[src/rtl/cafe_pkg.sv]
// Shared types and constants for the coffee machine controller:
// FSM states, the fixed price list and the one-hot selection decoder.
package cafe_pkg;

    localparam int W_CREDITO = 4;

    typedef enum logic [2:0] {
        IDLE,
        COBRANDO,
        PREPARANDO,
        ENTREGA,
        DEVOLVER
    } estado_t;

    localparam logic [W_CREDITO-1:0] PRECIO [4] = '{4'd3, 4'd4, 4'd5, 4'd7};

    typedef struct packed {
        logic       valido;
        logic [1:0] indice;
    } seleccion_t;

    // Anything other than exactly one button pressed is not a selection
    function automatic seleccion_t decodificar_cafe(input logic [3:0] cafe);
        seleccion_t sel;
        sel.valido = 1'b1;
        sel.indice = 2'd0;
        case (cafe)
            4'b0001: sel.indice = 2'd0;
            4'b0010: sel.indice = 2'd1;
            4'b0100: sel.indice = 2'd2;
            4'b1000: sel.indice = 2'd3;
            default: sel.valido = 1'b0;
        endcase
        return sel;
    endfunction

endpackage

[src/rtl/temporizador_prep.sv]
// Loadable 8-bit down-counter that times the brewing interval.
// cero flags the enabled cycle in which the count steps down to zero.
module temporizador_prep (
    input  logic       clk,
    input  logic       rst_n,
    input  logic       load,
    input  logic       en,
    input  logic [7:0] valor,
    output logic       cero
);

    logic [7:0] cuenta;

    always_ff @(posedge clk or negedge rst_n) begin
        if (!rst_n) begin
            cuenta <= 8'd0;
        end else if (load) begin
            cuenta <= valor;
        end else if (en && (cuenta != 8'd0)) begin
            cuenta <= cuenta - 8'd1;
        end
    end

    assign cero = en && (cuenta == 8'd1);

endmodule

[src/rtl/controlador_cafe.sv]
// Coffee machine sequencing controller: credit accumulation, selection, brewing and change.
// Define CANCELAR_PREP_EN to let cancelar abort an ongoing preparation with a full refund.
module controlador_cafe
    import cafe_pkg::*;
#(
    parameter int unsigned T_PREP = 8
) (
    input  logic                 clk,
    input  logic                 rst_n,
    input  logic                 moneda_valida,
    input  logic [3:0]           moneda_valor,
    input  logic [3:0]           cafe,
    input  logic                 cancelar,
    output logic [W_CREDITO-1:0] credito,
    output logic [1:0]           tipoCafe,
    output logic                 preparando,
    output logic                 cafe_listo,
    output logic [W_CREDITO-1:0] vuelto,
    output logic                 vuelto_valido,
    output logic                 moneda_rechazada
);

    estado_t               estado, estado_sig;
    logic [W_CREDITO-1:0]  cambio, cambio_sig, credito_sig, vuelto_sig;
    logic [1:0]            tipo_sig;
    logic                  preparando_sig, listo_sig, vvalido_sig, rechazo_sig;
    logic                  carga, cuenta_en, cero, moneda;
    logic [W_CREDITO:0]    suma;
    seleccion_t            sel;

    temporizador_prep u_temporizador (
        .clk   (clk),
        .rst_n (rst_n),
        .load  (carga),
        .en    (cuenta_en),
        .valor (8'(T_PREP)),
        .cero  (cero)
    );

    assign moneda = moneda_valida && (moneda_valor != 4'd0);
    assign suma   = {1'b0, credito} + {1'b0, moneda_valor};
    assign sel    = decodificar_cafe(cafe);

    always_ff @(posedge clk or negedge rst_n) begin
        if (!rst_n) begin
            estado           <= IDLE;
            credito          <= '0;
            cambio           <= '0;
            tipoCafe         <= 2'd0;
            preparando       <= 1'b0;
            cafe_listo       <= 1'b0;
            vuelto           <= '0;
            vuelto_valido    <= 1'b0;
            moneda_rechazada <= 1'b0;
        end else begin
            estado           <= estado_sig;
            credito          <= credito_sig;
            cambio           <= cambio_sig;
            tipoCafe         <= tipo_sig;
            preparando       <= preparando_sig;
            cafe_listo       <= listo_sig;
            vuelto           <= vuelto_sig;
            vuelto_valido    <= vvalido_sig;
            moneda_rechazada <= rechazo_sig;
        end
    end

    // Outputs are computed for the state being entered, so they appear registered with it
    always_comb begin
        estado_sig     = estado;
        credito_sig    = credito;
        cambio_sig     = cambio;
        tipo_sig       = tipoCafe;
        preparando_sig = 1'b0;
        listo_sig      = 1'b0;
        vuelto_sig     = '0;
        vvalido_sig    = 1'b0;
        rechazo_sig    = 1'b0;
        carga          = 1'b0;
        cuenta_en      = 1'b0;

        case (estado)
            IDLE: begin
                if (moneda) begin
                    credito_sig = moneda_valor;
                    estado_sig  = COBRANDO;
                end
            end

            COBRANDO: begin
                if (cancelar) begin
                    estado_sig  = DEVOLVER;
                    vvalido_sig = 1'b1;
                    vuelto_sig  = credito;
                    rechazo_sig = moneda;
                end else if (sel.valido && (credito >= PRECIO[sel.indice])) begin
                    estado_sig     = PREPARANDO;
                    tipo_sig       = sel.indice;
                    cambio_sig     = credito - PRECIO[sel.indice];
                    preparando_sig = 1'b1;
                    carga          = 1'b1;
                    rechazo_sig    = moneda;
                end else if (moneda) begin
                    if (suma[W_CREDITO] == 1'b0) begin
                        credito_sig = suma[W_CREDITO-1:0];
                    end else begin
                        rechazo_sig = 1'b1;
                    end
                end
            end

            // Credit is kept intact while brewing so an abort can refund all of it
            PREPARANDO: begin
                rechazo_sig    = moneda;
                cuenta_en      = 1'b1;
                preparando_sig = 1'b1;
`ifdef CANCELAR_PREP_EN
                if (cancelar) begin
                    estado_sig     = DEVOLVER;
                    preparando_sig = 1'b0;
                    vvalido_sig    = 1'b1;
                    vuelto_sig     = credito;
                end else
`endif
                if (cero) begin
                    estado_sig     = ENTREGA;
                    preparando_sig = 1'b0;
                    listo_sig      = 1'b1;
                    vvalido_sig    = 1'b1;
                    vuelto_sig     = cambio;
                end
            end

            ENTREGA, DEVOLVER: begin
                rechazo_sig = moneda;
                credito_sig = '0;
                estado_sig  = IDLE;
            end

            default: begin
                estado_sig  = IDLE;
                credito_sig = '0;
            end
        endcase
    end

endmodule

[config.mk]
export PLATFORM = sky130hd
export DESIGN_NAME = controlador_cafe
export DESIGN_NICKNAME = d
export VERILOG_FILES = /design/src/rtl/cafe_pkg.sv /design/src/rtl/temporizador_prep.sv /design/src/rtl/controlador_cafe.sv
export SDC_FILE = /design/constraint.sdc
export NUM_CORES = 1
export LEC_CHECK = 0
export BUFFER_PORTS_ARGS = -buffer_cell sky130_fd_sc_hd__clkbuf_2
export CAP_MARGIN = 0
export CORE_MARGIN = 1
export CORE_UTILIZATION = 28
export CTS_BUF_LIST = sky130_fd_sc_hd__clkbuf_8
export CTS_CLUSTER_DIAMETER = 50
export CTS_CLUSTER_SIZE = 28
export DETAILED_ROUTE_END_ITERATION = 10
export SLEW_MARGIN = 5
export SYNTH_ARGS = -nofsm -noshare
export SYNTH_HDL_FRONTEND = slang
export SYNTH_HIERARCHICAL = 1
export SYNTH_SLANG_ARGS = --single-unit
[constraint.sdc]
create_clock -name clk -period 2.5 [get_ports clk]
set_input_delay 0.25 -clock clk [delete_from_list [all_inputs] [get_ports clk]]
set_output_delay 0.25 -clock clk [all_outputs]
set_load 0.05 [all_outputs]
==> Word level (Yosys, flattened, before mapping) <==
Cells that the tools add are included.
{ "classes": {"addsub": 3, "n_lt_le_gt_ge": 2, "n_eq_ne": 16, "muxes": 36, "bitwise": 3, "reduce_logical": 13} }
{ "ops": {"columns": ["cell", "count"], "rows": [
  ["$mux 4", 9],
  ["$mux 8", 2],
  ["$mux 1", 13],
  ["$mux 3", 4],
  ["$ne 2x2->1 const B", 6],
  ["$pmux 4 s3", 1],
  ["$pmux 3 s3", 1],
  ["$bmux 4 s2", 1],
  ["$eq 8x1->1 const B", 1],
  ["$pmux 4 s2", 1],
  ["$reduce_bool 8->1", 1],
  ["$sub 8x1->8 const B", 1],
  ["$eq 3x2->1 const B", 2],
  ["$pmux 1 s2", 3],
  ["$pmux 2 s3", 1],
  ["$reduce_and 3->1", 2],
  ["$reduce_and 6->1", 1],
  ["$add 4x4->5", 1],
  ["$eq 4x1->1 const B", 1],
  ["$eq 4x2->1 const B", 1],
  ["$eq 4x3->1 const B", 1],
  ["$eq 4x4->1 const B", 1],
  ["$ge 4x4->1", 1],
  ["$logic_and 1x1->1", 4],
  ["other kinds (12)", 13]
]} }
{ "word_totals": {"reg_bits": 29, "input_bits": 12, "output_inout_bits": 14} }

==> Depth between registers and ports, before layout <==
Gate-level depths: netlist of run 1.
{ "logic_depth": {"ltp_word": 12, "depth_mapped": 15, "mapped_depth_nobuf": 14} }

==> Cells and area by module <==
The synthesis of run 1 kept the hierarchy.
{ "by_module_without_submodules": {"columns": ["mod", "instances", "cells_per_inst", "area_per_inst_um2", "seq_area_each_um2"], "rows": [
  ["controlador_cafe", 1, 122, 1296.2, 525.5],
  ["temporizador_prep", 1, 66, 590.6, 200.2]
]} }

==> Least setup slack after synthesis of run 1 <==
No wires, ideal clock.
{ "synth_timing": {"path_kind": "input port to flip-flop", "startpoint": "input port cafe[0]", "endpoint": "register u_temporizador.cuenta[0]", "t_arrival_ns": 2.741, "required_ns": 2.365, "slack_ns": -0.376, "cell_stages": 11, "n_path_buf": 0, "cell_sequence": "or2_2 or2_2 ha_1 ha_1 nand3_1 nand2_1 nand2_2 nor4_4 clkinv_1 o2111ai_1 o211ai_1"} }
{ "synth_between": {"elab_chain_cells": 12, "word_cells_on_any_way": 18, "cone_classes": "order compare (1); eq/ne (4); mux (9); bitwise (1); reduce/logical (3)"} }
{ "synth_rtl": {"columns": ["element", "line_no", "rtl"], "rows": [
  ["start, declared", "controlador_cafe.sv:12", "input logic [3:0] cafe,"],
  ["$eq 4x4->1 (tied with other cells)", "cafe_pkg.sv:27", "case (cafe)"],
  ["$pmux 2 s3", "cafe_pkg.sv:27", null],
  ["$not 2->3 (implied by the code)", "controlador_cafe.sv:96", "end else if (sel.valido && (credito >= PRECIO[sel.indice])) begin"],
  ["$bmux 4 s2", "controlador_cafe.sv:96", null],
  ["$mux 4 (implied by the code) (2 in a row)", "controlador_cafe.sv:96", null],
  ["$ge 4x4->1", "controlador_cafe.sv:96", null],
  ["$logic_and 1x1->1 *", "controlador_cafe.sv:96", null],
  ["$mux 1 *", "controlador_cafe.sv:96", null],
  ["$mux 1 *", "controlador_cafe.sv:91", "if (cancelar) begin"],
  ["$mux 1 *", "controlador_cafe.sv:82", "case (estado)"],
  ["via carga", "controlador_cafe.sv:27", "logic carga, cuenta_en, cero, moneda;"],
  ["$mux 8 / $reduce_bool 2->1 (equally long branches)", null, null],
  ["end signal, assigned", "temporizador_prep.sv:18", "cuenta <= valor;"],
  ["end signal, assigned", "temporizador_prep.sv:20", "cuenta <= cuenta - 8'd1;"],
  ["end, declared", "temporizador_prep.sv:12", "logic [7:0] cuenta;"]
]} }
The timed path passes the listed nets; every way through them passes the cells marked *. The select of a mux whose other input is x is not followed.
A chain may end at the register's enable or synchronous reset.

==> Worst setup path after layout of run 1 <==
{ "layout_timing": {"startpoint": "input port cafe[1]", "endpoint": "register moneda_rechazada"} }
{ "layout_between": {"elab_chain_cells": 11, "word_cells_on_any_way": 16, "cone_classes": "order compare (1); eq/ne (4); mux (8); bitwise (1); reduce/logical (2)"} }
{ "layout_rtl": {"columns": ["element", "line_no", "rtl"], "rows": [
  ["$eq 4x4->1 (tied with other cells)", "cafe_pkg.sv:27", null],
  ["$pmux 2 s3", "cafe_pkg.sv:27", null],
  ["$not 2->3 (implied by the code)", "controlador_cafe.sv:96", null],
  ["$bmux 4 s2", "controlador_cafe.sv:96", null],
  ["$mux 4 (implied by the code) (2 in a row)", "controlador_cafe.sv:96", null],
  ["$ge 4x4->1", "controlador_cafe.sv:96", null],
  ["$logic_and 1x1->1 *", "controlador_cafe.sv:96", null],
  ["$mux 1 *", "controlador_cafe.sv:96", null],
  ["$mux 1 *", "controlador_cafe.sv:91", null],
  ["$pmux 1 s2 *", "controlador_cafe.sv:82", null],
  ["via rechazo_sig", "controlador_cafe.sv:26", "logic preparando_sig, listo_sig, vvalido_sig, rechazo_sig;"],
  ["end signal, assigned", "controlador_cafe.sv:64", "moneda_rechazada <= rechazo_sig;"],
  ["end, declared", "controlador_cafe.sv:20", "output logic moneda_rechazada"]
]} }
Marked as above.

==> summary.txt, run 1 <==
Cells and area
  • Finished Core Util: 38.5%
  • Share of cells above drive strength 1: 35.7%
  • Nets: 266
  • Ant diodes: 0
  • Area Growth Syn to Fin: 31.0%

Synthesis
  • Post-synthesis sequential area ratio: 38.5%
  • Post-Synth XOR/XNOR Area: 2.79%
  • Largest family of logic cells by synthesized area: compound AO/OA/AOI/OAI gates
  • Area share of fa/ha/maj cells after synthesis: 10.1%
  • Number of synthesized flops with an enable pin: 0
  • Multiplexer share of the synthesized area: 6.17%
  • Yosys top cell by area: dfrtp_1
  • Post-synth cell types: 55
  • Flops & latches, synth: 29
  • Avg Cell Area, Syn: 10.0 sq um
  • Mapped cell area: 1890 sq um
  • Synth Instances: 188
  • Post-synthesis simple-gate area fraction: 18.4%
  • Largest cells by area after synthesis: dfrtp_1 (38%), ha_1 (8.0%), mux2i_1 (3.2%)
  • Warnings, synthesis: 6
  • Top-count cell post-synth: dfrtp_1
  • Ys async rst share: 100%
  • Top post-synthesis cells by count: dfrtp_1 (29), inv_1 (15), ha_1 (12)
  • Post-synth top area share: 38.5%
  • Post-synthesis compound-gate area fraction: 18.8%
  • Synth Flop Type: dfrtp_1

Floorplan
  • Die area: 7070 sq um
  • Std-Cell Rows: 29
  • Area of the core: 6420 sq um
  • Initial Util: 29.4%
  • Chip Width: 84.1 microns
  • Vert. Die Dim: 84.1 microns
  • Io pins: 26

Critical path
  • Crit start category: input port
  • Reg2reg setup slack: 240 ps
  • Reg-to-Reg Start: credito[1]
  • RR Endpoint: credito[2]
  • Worst Setup SP: cafe[1]
  • CP Capture Type: flop
  • CP max FO: 4
  • Worst R2R Path Depth: 7
  • Critical path class: in2reg
  • Crit path DAT: 2580 ps
  • Worst endpoint required time: 2660 ps

Route
  • First-pass DRT Iterations: 9
  • Via/cell ratio: 5.04
  • Residual DRC: 2
  • DR vias: 1604
  • WL/cell: 13.7 microns
  • Wirelength, routed: 4340 microns
  • Drt first-iter violations: 117
  • DRT antenna net count: 0

Clock network
  • CTS tree: yes
  • CTS max path bufs: 2
  • Root Buffer: clkbuf_8
  • Clock sink total: 29
  • CTS clk-pin slew, worst paths: 80 ps
  • Clk_lat worst skew: 290 ps
  • CTS Buf Count: 5
  • # H-tree levels: 2
  • Hold_buf cts: 0

Pwr
  • Maximum VDD drop: 642 uV
  • Total Power: 2.37 mW
  • Power Dens Cells: 960 nW/um^2
  • LEAKAGE: 1.09 nW

Timing
  • Final setup fails: 0
  • Slew Viols, Final: 0
  • Final period util: 96.6%
  • Worst Tran Pin Value: 755 ps
  • Clk_skew: 12.8 ps
  • Post-route setup slack: 84.4 ps
  • Final hold violations: 0
  • Clock period minus final worst setup slack: 2420 ps
  • Unrepaired setup endpoints after global routing: true
  • Max Fclk: 0.414 GHz
  • Max-slew headroom: 49.7%

Placement
  • # port buffers: 25
  • Setup Slack @ Placement: -273 ps
  • GPL Wtd Cong: 0.764
  • Dpl hpwl: 3210 microns

Global routing
  • Global-route wire length before repair: 7570 microns
  • Largest net degree at the start of global routing: 30
  • Number of global-route vias before repair: 1598
  • Initial antenna violation count: 0
  • GRT Overall Usage: 13.4%
  • GRT overflow: 0

Job
  • MaxCap Viol Count: 0

Outcome
  • Status: finished with violations
  • Violated checks: DRC

Min path
  • Worst hold path class: in2async
## state kept, by name, indices dropped and copies added (netlist names), 2 cells and up
name	flops
u_temporizador/cuenta	8
vuelto	4
estado	3
cambio	4
tipoCafe	2
credito	4
## cell type report
cell class | count | area [sq um]
flip-flops and latches | 29 | 727
well taps | 77 | 96.3
repair buffers | 46 | 298
fillers | 640 | 3950
clock inverters | 3 | 22.5
inverters | 16 | 63.8
multi-input cells | 142 | 1200
clock buffers | 5 | 68.8
## cells in the final DEF, fill, tap and decap left out, types with 5 or more instances in the layout
cell	synthesis	layout
ha_4	0	5
dfrtp_1	29	28
inv_1	15	13
conb_1	2	8
nor3_1	6	5
ha_1	12	7
a21oi_1	10	10
mux2i_1	6	6
mux2_2	5	5
buf_4	0	18
nor2_1	10	10
clkbuf_8	0	5
nand2_1	9	9
clkbuf_2	0	24
## critical path, stage by stage
cell and delay, ps:
buf_8 100, or2_4 240, or2_4 250, buf_6 120, ha_4 230, fa_2 370, a211oi_2 220, nand2_1 110
buf_4 150, and2_2 180, o311ai_2 250, a21oi_1 100
## layer usage
metal	GRT usage, %	vias to the layer above	wire length (microns)
met5	0	-	0
li1	-	792	-
met3	3.96	4	141
met4	3.29	0	40
met2	21.5	30	2070
met1	17.7	778	2090
## worst max path at each step
stage                                           to  slack, ps  cells past startpoint
final                             moneda_rechazada         80                     12
after global routing              moneda_rechazada        -20                     12
after CTS                 u_temporizador/cuenta[3]         30                     15
after detailed placement  u_temporizador/cuenta[3]       -270                     15
after global placement    u_temporizador/cuenta[3]       -240                     15
after floorplan           u_temporizador/cuenta[1]       -240                     12
## timing repair
| action | 4_1_cts | 5_1_grt |
|---|---|---|
| resized for setup | 0 | 16 |
| setup endpoints to repair | 0 | 16 |
| setup buffers | 0 | 0 |
## power breakdown
| part | leakage [nW] | internal (mW) | switching [mW] |
|---|---|---|---|
| registers | 0.359 | 0.628 | 0.187 |
| logic | 0.689 | 0.480 | 0.679 |
| clock network | 0.0364 | 0.195 | 0.205 |
| total | 1.09 | 1.30 | 1.07 |
## logic make-up after synthesis
kind of cell / count (synthesis)
and+or+nand+nor: 56
AOI/OAI and AO/OA: 47
other: 2
muxes: 11
buffers and inverters: 23
adders and majority gates: 14
xor gates and xnor gates: 6
DFF: 29
## per-stage QoR
step | setup TNS (ps) | hold slack (ps) | cells | area [sq um]
final | 0 | 9.91 | 318 | 2470
after detailed placement | -4000 | 368 | 309 | 2310
after floorplan | -1660 | -45.6 | 194 | 1980
after global routing | -40.8 | 76.0 | 318 | 2470
after CTS | 0 | 44.0 | 317 | 2400
after global placement | -3260 | 358 | 309 | 2310
Power figures use the tool's default switching activity.
==> run 2: changes to the inputs <==
- CORE_ASPECT_RATIO: not set -> 0.5
==> summary.txt, run 2 (synthesized netlist as in run 1, its figures left out) <==
Route
  • Wirelength, routed: 4200 microns
  • Met2 WL: 2080 microns
  • Highest routed layer: met4
  • Drt first-iter violations: 62
  • DRT antenna net count: 0
  • First-pass DRT Iterations: 4
  • Met1 Wirelength: 1960 microns
  • Via/cell ratio: 4.93
  • Residual DRC: 0
  • WL/cell: 12.8 microns
  • Met3 WL post-DR: 120 microns
  • DR vias: 1612

Pwr
  • LEAKAGE: 1.11 nW
  • Power Dens Cells: 989 nW/um^2
  • Total Power: 2.53 mW
  • Maximum VDD drop: 262 uV

Critical path
  • Worst R2R Path Depth: 9
  • CP max FO: 7
  • Crit-path max cell delay: 360 ps
  • CP Capture Type: flop
  • Crit start category: input port
  • Reg2reg setup slack: 210 ps
  • Worst path slowest cell: fa_2
  • Critical path class: in2reg
  • Worst endpoint required time: 2700 ps
  • Crit path cell chain: buf_6 -> or2_4 -> or2_4 -> ha_4 -> inv_2 -> ha_4 -> inv_2 -> fa_2 -> a211oi_2 -> nand2_1 -> nand2_2 -> nor4_4 -> buf_12 -> a2111o_1 -> o211ai_1
  • Crit path DAT: 2640 ps

Timing
  • Setup TNS: 0 ps
  • Hold Slack: 8.43 ps
  • Max-slew headroom: 51.9%
  • Worst Tran Pin Value: 722 ps
  • Max Fclk: 0.410 GHz
  • Clk_skew: 11.4 ps
  • Post-route setup slack: 62.0 ps
  • Final period util: 97.5%
  • Clock period minus final worst setup slack: 2440 ps
  • Slew Viols, Final: 0
  • Unrepaired setup endpoints after global routing: true
  • Final setup fails: 0
  • Final hold violations: 0

Floorplan
  • Vert. Die Dim: 60.0 microns
  • Std-Cell Rows: 20
  • Io pins: 26
  • Die area: 7090 sq um
  • Area of the core: 6280 sq um
  • Chip Width: 118 microns
  • Initial Util: 30.0%

Clock network
  • CTS max path bufs: 2
  • CTS Buf Count: 5
  • CTS tree: yes
  • CTS clk-pin slew, worst paths: 70 ps
  • Hold_buf cts: 0
  • Clock sink total: 29
  • Root Buffer: clkbuf_8
  • # H-tree levels: 2
  • Clk_lat worst skew: 280 ps

Global routing
  • Global-route wire length before repair: 6870 microns
  • GRT overflow: 0
  • GRT Overall Usage: 12.4%
  • Largest net degree at the start of global routing: 30
  • Initial antenna violation count: 0
  • Number of global-route vias before repair: 1517

Cells and area
  • FILL cells: 613
  • Commonest non-fill, non-tap cells in the layout: dfrtp_1 (28), clkbuf_2 (23), buf_4 (15), inv_1 (13), a21oi_1 (10)
  • Share of cells above drive strength 1: 36.4%
  • Ant diodes: 0
  • Commonest non-fill, non-tap cell in the layout: dfrtp_1
  • Area Growth Syn to Fin: 35.7%
  • Nets: 264
  • Max reg flops: 8
  • Final instance area: 2560 sq um
  • Largest Register: u_temporizador/cuenta

Outcome
  • Status: complete, no violations

Placement
  • Setup Slack @ Placement: -295 ps
  • GPL Wtd Cong: 0.821
  • Dpl hpwl: 3050 microns
  • DP Area: 2320 sq um
  • # port buffers: 25

Job
  • MaxCap Viol Count: 0

Min path
  • Worst hold path class: in2async
-- run 2: changes by cell type in the layout (fill, tap and decap cells not counted), sizes merged --
cell,previous run,this run
buf,22,20
bufinv,0,1
clkbuf,29,30
clkinv,1,0
clkinvlp,3,1
inv,15,16
-- run 2: worst paths after layout --
kind / to / from
setup / recovery: u_temporizador/cuenta[3] / cafe[0]
setup reg to reg: credito[1] / credito[0]
hold / removal: tipoCafe[1] / rst_n
max in group asynchronous: credito[0] / rst_n
hold reg to reg: vuelto[3] / cambio[3]
min in group clk: moneda_rechazada / moneda_valida
-- run 2: repair_timing --
item / in CTS / in global routing
pin swaps: 2 / 11
resized for setup: 0 / 22
setup endpoints to repair: 1 / 18
gates cloned: 0 / 1
setup buffers: 0 / 1
-- run 2: layout make-up --
| class | count | area (sq um) | share of cell area, % |
|---|---|---|---|
| multi-input cells | 142 | 1220 | 47.8 |
| flip-flops and latches | 29 | 727 | 28.4 |
| repair buffers | 44 | 318 | 12.4 |
| well taps | 88 | 110 | 4.30 |
| clock buffers | 6 | 82.6 | 3.23 |
| inverters | 16 | 62.6 | 2.44 |
| clock inverters | 2 | 37.5 | 1.47 |
-- run 2: metal layers --
layer  GRT usage (%)  vias up
met2            20.8       22
met4            5.86        0
met1            15.3      804
met5               0        -
met3            3.34        4
li1                -      782
-- run 2: worst max-delay path: cells and delay by family --
family	cells	cell delay [ps]
buf+inv	4	340
simple gates	5	760
compound gates	3	640
fa+ha+maj	3	640
-- run 2: where the power goes --
group          internal, mW  switching, mW  total, mW
logic                 0.515          0.695       1.21
clock network         0.324          0.190      0.514
registers             0.628          0.179      0.807
-- run 2: per-stage QoR --
| stage | util [%] | instances |
|---|---|---|
| 2_1_floorplan | - | 194 |
| 3_3_place_gp | 36.9 | 317 |
| 3_5_place_dp | 36.9 | 317 |
| 4_1_cts | 38.8 | 325 |
| 5_1_grt | 40.8 | 327 |
| 6_report | 40.8 | 327 |
==> run 3: changes to the inputs <==
- CTS_BUF_LIST: sky130_fd_sc_hd__clkbuf_8 -> sky130_fd_sc_hd__clkbuf_4 sky130_fd_sc_hd__clkbuf_8 sky130_fd_sc_hd__clkbuf_16
- SKIP_LAST_GASP: not set -> 1
==> summary.txt, run 3 (synthesized netlist as in run 1, its figures left out) <==
Outcome
  • Status: complete, no violations

Global routing
  • GRT overflow: 0
  • Initial antenna violation count: 0
  • Number of global-route vias before repair: 1536
  • GRT Overall Usage: 12.5%
  • Largest net degree at the start of global routing: 30
  • Global-route wire length before repair: 6900 microns

Placement
  • Dpl cells: 317
  • GPL Wtd Cong: 0.821
  • Dpl hpwl: 3050 microns
  • DP Area: 2320 sq um
  • # port buffers: 25

Route
  • Via/cell ratio: 4.92
  • DR vias: 1603
  • DRT antenna net count: 0
  • First-pass DRT Iterations: 4
  • WL/cell: 12.5 microns
  • Drt first-iter violations: 72
  • Wirelength, routed: 4090 microns
  • Residual DRC: 0

Job
  • MaxCap Viol Count: 0

Critical path
  • CP Capture Type: flop
  • Worst endpoint required time: 2690 ps
  • Crit path DAT: 2640 ps
  • Critical path class: in2reg
  • Crit start category: input port
  • CP max FO: 7

Timing
  • Worst Tran Pin Value: 732 ps
  • Final setup fails: 0
  • Max-slew headroom: 51.2%
  • Clk_skew: 7.98 ps
  • Max Fclk: 0.407 GHz
  • Slew Viols, Final: 0
  • Final period util: 98.3%
  • Final hold violations: 0
  • Clock period minus final worst setup slack: 2460 ps
  • Unrepaired setup endpoints after global routing: true

Clock network
  • Post-CTS Setup Inserts: 0
  • Clk_lat worst skew: 280 ps
  • Root Buffer: clkbuf_16
  • CTS Buf Count: 5
  • # H-tree levels: 2
  • CTS max path bufs: 2
  • CTS tree: yes
  • CTS clk-pin slew, worst paths: 50 ps
  • Clock sink total: 29

Cells and area
  • FILL cells: 614
  • Finished Core Util: 40.8%
  • Ant diodes: 0
  • Post-Layout Cell Count: 326
  • Share of cells above drive strength 1: 34.5%
  • Nets: 263
  • Max reg flops: 8
  • Commonest non-fill, non-tap cell in the layout: dfrtp_1
  • Final instance area: 2560 sq um
  • Area Growth Syn to Fin: 35.7%
  • Commonest non-fill, non-tap cells in the layout: dfrtp_1 (28), clkbuf_2 (24), buf_4 (15), inv_1 (13)
  • Largest Register: u_temporizador/cuenta

Floorplan
  • Initial Util: 30.0%
  • Vert. Die Dim: 60.0 microns
  • Std-Cell Rows: 20
  • Chip Width: 118 microns
  • Io pins: 26
  • Area of the core: 6280 sq um
  • Die area: 7090 sq um

Pwr
  • Power Dens Cells: 1050 nW/um^2
  • LEAKAGE: 1.12 nW
  • Maximum VDD drop: 309 uV
  • Total Power: 2.69 mW

Min path
  • Worst hold path class: in2async
-- run 3: changes by cell type in the layout (fill, tap and decap cells not counted), sizes merged --
cell	change
buf	-2
inv	-1
clkbuf	+1
clkinv	+1
-- run 3: layer usage --
metal / up-vias / share of wire (%) / GRT usage (%)
met5: - / 0 / 0
met4: 0 / 1.4 / 6.41
met3: 7 / 2.8 / 3.34
met2: 22 / 48 / 21.0
met1: 784 / 48 / 15.2
li1: 790 / - / -
-- run 3: where the power goes --
part	switching (mW)	internal, mW
Combinational	0.684	0.498
Clock	0.209	0.496
Sequential	0.175	0.629
-- run 3: critical path, cell delays in order --
cell and delay [ps]:
buf_2 120, or2_4 230, or2_4 280, ha_4 160
inv_2 50, ha_4 120, inv_2 40, fa_2 340
a211oi_2 180, nand2_1 110, nand2_2 110, nor4_4 60
buf_12 150, a2111o_1 340, o211ai_1 100
-- run 3: worst paths after layout --
check | start | endpoint | slack [ps] | depth (start not counted)
setup reg to reg | credito[0] | credito[1] | 200 | 9
setup / recovery | cafe[1] | u_temporizador/cuenta[3] | 40 | 15
hold / removal | rst_n | tipoCafe[1] | 20 | 1
hold reg to reg | cambio[3] | vuelto[3] | 500 | 1
max in group asynchronous | rst_n | credito[0] | 1970 | 1
min in group clk | moneda_valida | moneda_rechazada | 320 | 4
-- run 3: final cells by class --
class	count	area, sq um	area share [%]
clock inverters	2	37.5	1.47
multi-input cells	142	1190	46.6
inverters	16	61.3	2.39
flip-flops and latches	29	727	28.4
repair buffers	43	294	11.5
clock buffers	6	139	5.42
well taps	88	110	4.30
-- run 3: what timing repair did --
item	CTS	global route
gates resized for setup	0	11
setup endpoints to repair	1	17
hold buffers	0	0
gates cloned	0	1
pin swaps	3	7
-- run 3: stage by stage --
step	hold slack, ps	TNS [ps]	setup WS [ps]
2_1_floorplan	-45.6	-1660	-243
3_3_place_gp	337	-3140	-240
3_5_place_dp	349	-4240	-295
4_1_cts	48.9	0	13.5
5_1_grt	81.3	-445	-86.0
6_report	24.5	0	41.6
